$ cat src/rtl/alu_fp_pkg.sv
// alu_fp_pkg: opcodes, bf16 field layout and shared helpers for the fp ALUs
package alu_fp_pkg;
  localparam logic [3:0] ALU_ADD = 4'b0001;
  localparam logic [3:0] ALU_MUL = 4'b0010;
  localparam int EXP_W = 8;
  localparam int MAN_W = 7;
  localparam int BIAS = 127;
  localparam logic [15:0] NAN_C = 16'h7FC0;
  typedef struct packed {
    logic s;
    logic [EXP_W-1:0] e;
    logic [MAN_W-1:0] m;
  } bf16_t;
  function automatic logic [3:0] lzc11(input logic [10:0] v);
    lzc11 = 4'd11;
    for (int i = 0; i <= 10; i++) if (v[i]) lzc11 = 4'(10 - i);
  endfunction
endpackage

$ cat src/rtl/fp_round_pack.sv
// fp_round_pack: normalize {carry,hidden,frac7,g,r,s}, round to nearest even, range-check and pack bf16
module fp_round_pack import alu_fp_pkg::*; (
  input  logic              sign,
  input  logic signed [9:0] expo,
  input  logic [11:0]       sig,
  output logic [15:0]       y
);
  logic [3:0] lz;
  logic [10:0] n;
  logic signed [9:0] en, ef;
  logic rup;
  logic [8:0] m9;
  logic [6:0] frac;
  // one-step right shift on carry, else left shift by leading zeros; then RNE and exponent range check
  always_comb begin
    lz = lzc11(sig[10:0]);
    n = sig[11] ? {sig[11:2], |sig[1:0]} : sig[10:0] << lz;
    en = sig[11] ? expo + 10'sd1 : expo - signed'({6'd0, lz});
    rup = n[2] & (n[1] | n[0] | n[3]);
    m9 = {1'b0, n[10:3]} + {8'd0, rup};
    ef = en + signed'({9'd0, m9[8]});
    frac = m9[8] ? m9[7:1] : m9[6:0];
    y = sig == '0 ? 16'h0000 :
        ef >= 10'sd255 ? {sign, 8'hFF, 7'h00} :
        ef <= 10'sd0 ? 16'h0000 : {sign, ef[7:0], frac};
  end
endmodule

$ cat src/rtl/alu_bf16.sv
// alu_bf16: registered bf16 add/multiply with IEEE-style special-value handling
module alu_bf16 import alu_fp_pkg::*; (
  input  logic        clock,
  input  logic        reset,
  input  logic [15:0] a,
  input  logic [15:0] b,
  input  logic [3:0]  alu_ctrl,
  output logic [15:0] y
);
  bf16_t fa, fb;
  logic za, zb, ia, ib, na, nb, swap, sl, ss, is_mul, rp_s;
  logic [7:0] ma, mb, ml, ms, el, es, d;
  logic [4:0] sh;
  logic [31:0] al;
  logic [10:0] lx, sx;
  logic [11:0] add_sig, mul_sig, rp_sig;
  logic [15:0] p, rp_y, add_y, mul_y, y_next;
  logic signed [9:0] mul_exp, rp_exp;
  assign fa = a;
  assign fb = b;
  // subnormals carry a zero significand so they behave as zero through both datapaths
  always_comb begin
    za = fa.e == '0;
    zb = fb.e == '0;
    ia = &fa.e && fa.m == '0;
    ib = &fb.e && fb.m == '0;
    na = &fa.e && fa.m != '0;
    nb = &fb.e && fb.m != '0;
    ma = za ? 8'h00 : {1'b1, fa.m};
    mb = zb ? 8'h00 : {1'b1, fb.m};
    swap = b[14:0] > a[14:0];
    sl = swap ? fb.s : fa.s;
    ss = swap ? fa.s : fb.s;
    el = swap ? fb.e : fa.e;
    es = swap ? fa.e : fb.e;
    ml = swap ? mb : ma;
    ms = swap ? ma : mb;
    d = el - es;
    sh = d > 8'd31 ? 5'd31 : d[4:0];
    al = {ms, 24'd0} >> sh;
    lx = {ml, 3'b000};
    sx = {al[31:22], |al[21:0]};
    add_sig = sl == ss ? {1'b0, lx} + {1'b0, sx} : {1'b0, lx} - {1'b0, sx};
    p = ma * mb;
    mul_sig = {p[15:5], |p[4:0]};
    mul_exp = signed'({2'b00, fa.e}) + signed'({2'b00, fb.e}) - 10'(BIAS);
    is_mul = alu_ctrl == ALU_MUL;
    rp_s = is_mul ? fa.s ^ fb.s : sl;
    rp_exp = is_mul ? mul_exp : signed'({2'b00, el});
    rp_sig = is_mul ? mul_sig : add_sig;
    add_y = (na | nb | (ia & ib & (fa.s != fb.s))) ? NAN_C :
            (ia | ib) ? {ia ? fa.s : fb.s, 8'hFF, 7'h00} : rp_y;
    mul_y = (na | nb | (ia & zb) | (ib & za)) ? NAN_C :
            (ia | ib) ? {fa.s ^ fb.s, 8'hFF, 7'h00} : rp_y;
    y_next = alu_ctrl == ALU_ADD ? add_y : is_mul ? mul_y : 16'h0000;
  end
  fp_round_pack u_rp (
    .sign(rp_s),
    .expo(rp_exp),
    .sig(rp_sig),
    .y(rp_y)
  );
  // single output register; reset loads zero
  always_ff @(posedge clock) y <= reset ? 16'h0000 : y_next;
endmodule

$ cat config.mk
export PLATFORM = sky130hd
export DESIGN_NAME = alu_bf16
export DESIGN_NICKNAME = d
export VERILOG_FILES = /design/src/rtl/alu_fp_pkg.sv /design/src/rtl/fp_round_pack.sv /design/src/rtl/alu_bf16.sv
export SDC_FILE = /design/constraint.sdc
export NUM_CORES = 1
export LEC_CHECK = 0
export ABC_AREA = 1
export CORE_ASPECT_RATIO = 1.5
export CORE_MARGIN = 4
export CORE_UTILIZATION = 63
export CTS_BUF_LIST = sky130_fd_sc_hd__clkbuf_8 sky130_fd_sc_hd__clkbuf_16
export DETAILED_ROUTE_END_ITERATION = 10
export GPL_TIMING_DRIVEN = 1
export HOLD_SLACK_MARGIN = 0.15
export PLACE_DENSITY = 0.95
export SLEW_MARGIN = 20
export SYNTH_ARGS = -nofsm -noshare
export SYNTH_HDL_FRONTEND = slang
export SYNTH_HIERARCHICAL = 1
export SYNTH_SLANG_ARGS = --single-unit
$ cat constraint.sdc
create_clock -name clock -period 11.7 [get_ports clock]
set_input_delay 2.34 -clock clock [delete_from_list [all_inputs] [get_ports clock]]
set_output_delay 2.34 -clock clock [all_outputs]
set_load 0.005 [all_outputs]
==> impl_metrics.ini <==
[critical_path]
worst_ep_required_time_ns = 11.88
cp-startpoint = a[11]
endpoint_kind = register
cp_common_cell = nand2_1
worstPathArrival_ns = 11.74
worstPathMaxFanout = 9
path_class = in -> reg
slowest_delay_ns = 0.56
crit_path_start_kind = input pin
cp-endpoint = y[6]
crit_slowest_cell = fa_1

[logic_synthesis]
yosysUniqueCellTypes = 48
synth-simple-area-share_pct = 41.0
syn-cell-area_um2 = 7770
synthesis.nets = 1495
synth-seq-area-share_pct = 4.12
synthTopCellsByArea = nand2_1 17%, ha_1 16%, inv_1 11%, fa_1 10%, nand3_1 7.5%
synthCells = 1320
synthAdderAreaFrac_pct = 25.8
synthMuxAreaShare_pct = 0
synth_top_area_share_pct = 16.8
yosys.area.top_type = nand2_1
yosysWarnings = 6
synthFlopType = dfxtp_1
syn_area_per_cell_um2 = 5.88
synth_common_cells = 347 x nand2_1, 224 x inv_1, 134 x nor2_1
synth_edf_count = 0
synth_xor_xnor_area_share_pct = 3.32
synth_top_family_by_area = simple AND/OR/NAND/NOR gates
async_flop_share_pct = 0
synth_compound_area_share_pct = 12.0
ys_ff_latch = 16
yosysMostFrequentCell = nand2_1

[sta]
max_slew_margin_pct = 47.3
hold_viol_final = 0
finalSetupViolCount = 0
tns_ns = 0
slew_violations = 0
fmax_ghz = 0.0864
fin_crit_sh_pct = 98.9
worst_pin_slew_ns = 0.786
period_needed_ns = 11.57

[power]
p_int_uw = 586
p_clk_share_pct = 4.6
switching_share_pct = 59.5
comb_power_share_pct = 91.2
power.density_nw_per_um2 = 157
p_switching_uw = 862
p_leak_uw = 0.00507
peakVddDrop_v = 0.0000820
power_frac_seq_pct = 4.2

[placement]
io_buffers = 53
place_hpwl_mm = 19.6
globalplace.congestion = 1.06

[status]
failed_checks = DRC
outcome = complete, but fails checks

[cells_and_area]
nNetsFinal = 1586
top_regs = y x16
area_delta_synth_final_pct = 18.9
drive_gt1_share_pct = 16.1
top_register = y
num-fill-cells = 867
largest_register_ffs = 16
fin_util_pct = 76.8

[floorplan]
ioPinCount = 54
die_height_um = 144
core_area_um2 = 12000
die-area_um2 = 14200
start_util_pct = 64.6
die_x_um = 98.7
fp-row-count = 49

[global_routing]
grt_first_pass_wirelength_mm = 39.2
grt_util_all_layers_pct = 32.9
antenna_found_initial = 2
globalRouteOverflowTotal = 0
grt_max_degree = 36
grt_pass1_vias = 9038

[route]
antenna_left = 0
via_count = 9757
drtIter0Drc = 1021
viasPerCell = 6.24
firstDrtPassIters = 11
drc = 1
wl_per_cell_um = 17.0
finalWirelength_mm = 26.6

[flow_run]
cap_viol_max_count = 0

[clock_tree]
holdBufCountCts = 0
cts_buffers = 3
cts_tree = built
htree_levels = 1
cts_sinks = 16
cts_buffer_depth = 2
cts_root_buf = clkbuf_16
clk_pin_slew_ns = 0.05

[min_path]
hp-class = in -> reg
## what timing repair did
action | in CTS | in global routing
gates resized for setup | 1 | 105
pin swaps | 0 | 22
setup buffers | 0 | 24
endpoints found under the hold margin | 0 | 0
setup endpoints to repair | 1 | 16
cloned | 0 | 2
## worst min path at each step
stage          startpoint    end  depth (start not counted)  slack (ns)
5_1_grt             reset   y[6]                          2        2.99
3_3_place_gp         y[1]   y[1]                          1        3.04
3_5_place_dp        y[10]  y[10]                          1        3.04
2_1_floorplan        y[0]   y[0]                          0        2.62
6_report            reset   y[6]                          2        2.96
4_1_cts             reset   y[6]                          2        2.93
## per-stage QoR
stage                     std cells  cell area [um^2]  total power [uW]  worst slack, ns  hold WS (ns)
after floorplan                1320              7770               934            0.885          2.62
after global placement         1533              8610              1140           0.0777          3.04
after detailed placement       1533              8610              1180           -0.236          3.04
after CTS                      1536              8690              1250          0.00175          2.93
after global routing           1564              9230              1580           -0.387          2.99
final                          1564              9230              1450            0.132          2.96
## layer usage
metal / GRT usage (%) / up-vias / share of wire (%)
met4: 22.2 / 0 / 9.2
met3: 4.34 / 286 / 8.4
met5: 0 / - / 0
met1: 32.1 / 4348 / 32
met2: 63.7 / 751 / 50
li1: - / 4372 / -
## logic make-up (layout without fill, tap and decap cells)
family                     count (synthesis)  count (layout)
buffers and inverters                    270             357
other                                      0               2
adders and majority gates                137             137
DFF                                       16              16
xor gates and xnor gates                  26              26
and+or+nand+nor                          706             708
AOI/OAI and AO/OA                        165             165
## cell type report
class	count	area [um^2]	share of cell area, %
diodes	2	5.00	0.0542
clock buffers	3	75.1	0.813
inverters	243	927	10.0
multi-input cells	1036	6710	72.6
flip-flops and latches	16	320	3.47
well taps	153	191	2.07
repair buffers	111	1010	10.9
## power by group through the flow
stage	combinational (uW)	sequential [uW]	clock [uW]
after floorplan	871	62.2	0
after global placement	1080	61.4	0
after detailed placement	1110	61.8	0
after CTS	1130	60.9	65.8
after global routing	1450	61.2	69.8
final	1320	60.8	66.1
## layout by cell type (no fill, tap or decap), types with 4 or more instances in the layout
cell	netlist	final
nor2_4	5	11
nor4_1	5	5
dfxtp_1	16	16
nand2_4	2	5
nor2_1	134	119
nand3_1	116	113
o21ai_1	4	5
nand2_1	347	341
clkdlybuf4s50_1	0	42
o211ai_1	6	6
ha_4	0	6
a21oi_2	6	11
ha_2	0	6
xor2_1	16	13
ha_1	98	86
nand2_2	18	22
o21ai_2	2	4
nor3_1	17	14
dlymetal6s2s_1	0	11
or2_2	9	9
inv_1	224	204
xnor2_1	6	6
nand4_1	20	20
nand3_2	10	13
inv_2	17	33
nor2_2	10	19
o21ai_0	60	57
xor2_2	4	7
buf_4	1	55
a21oi_1	60	55
fa_1	39	39
a211oi_1	9	8
## worst max-delay path: cells and delay by family
kind / cells / cell delay, ns
AND/OR/NAND/NOR: 31 / 3.89
adder cells (fa/ha/maj): 7 / 2.88
buffers and inverters: 14 / 1.48
XOR/XNOR: 1 / 0.29
AO/OA/AOI/OAI: 8 / 0.84
Power figures use the tool's default switching activity.
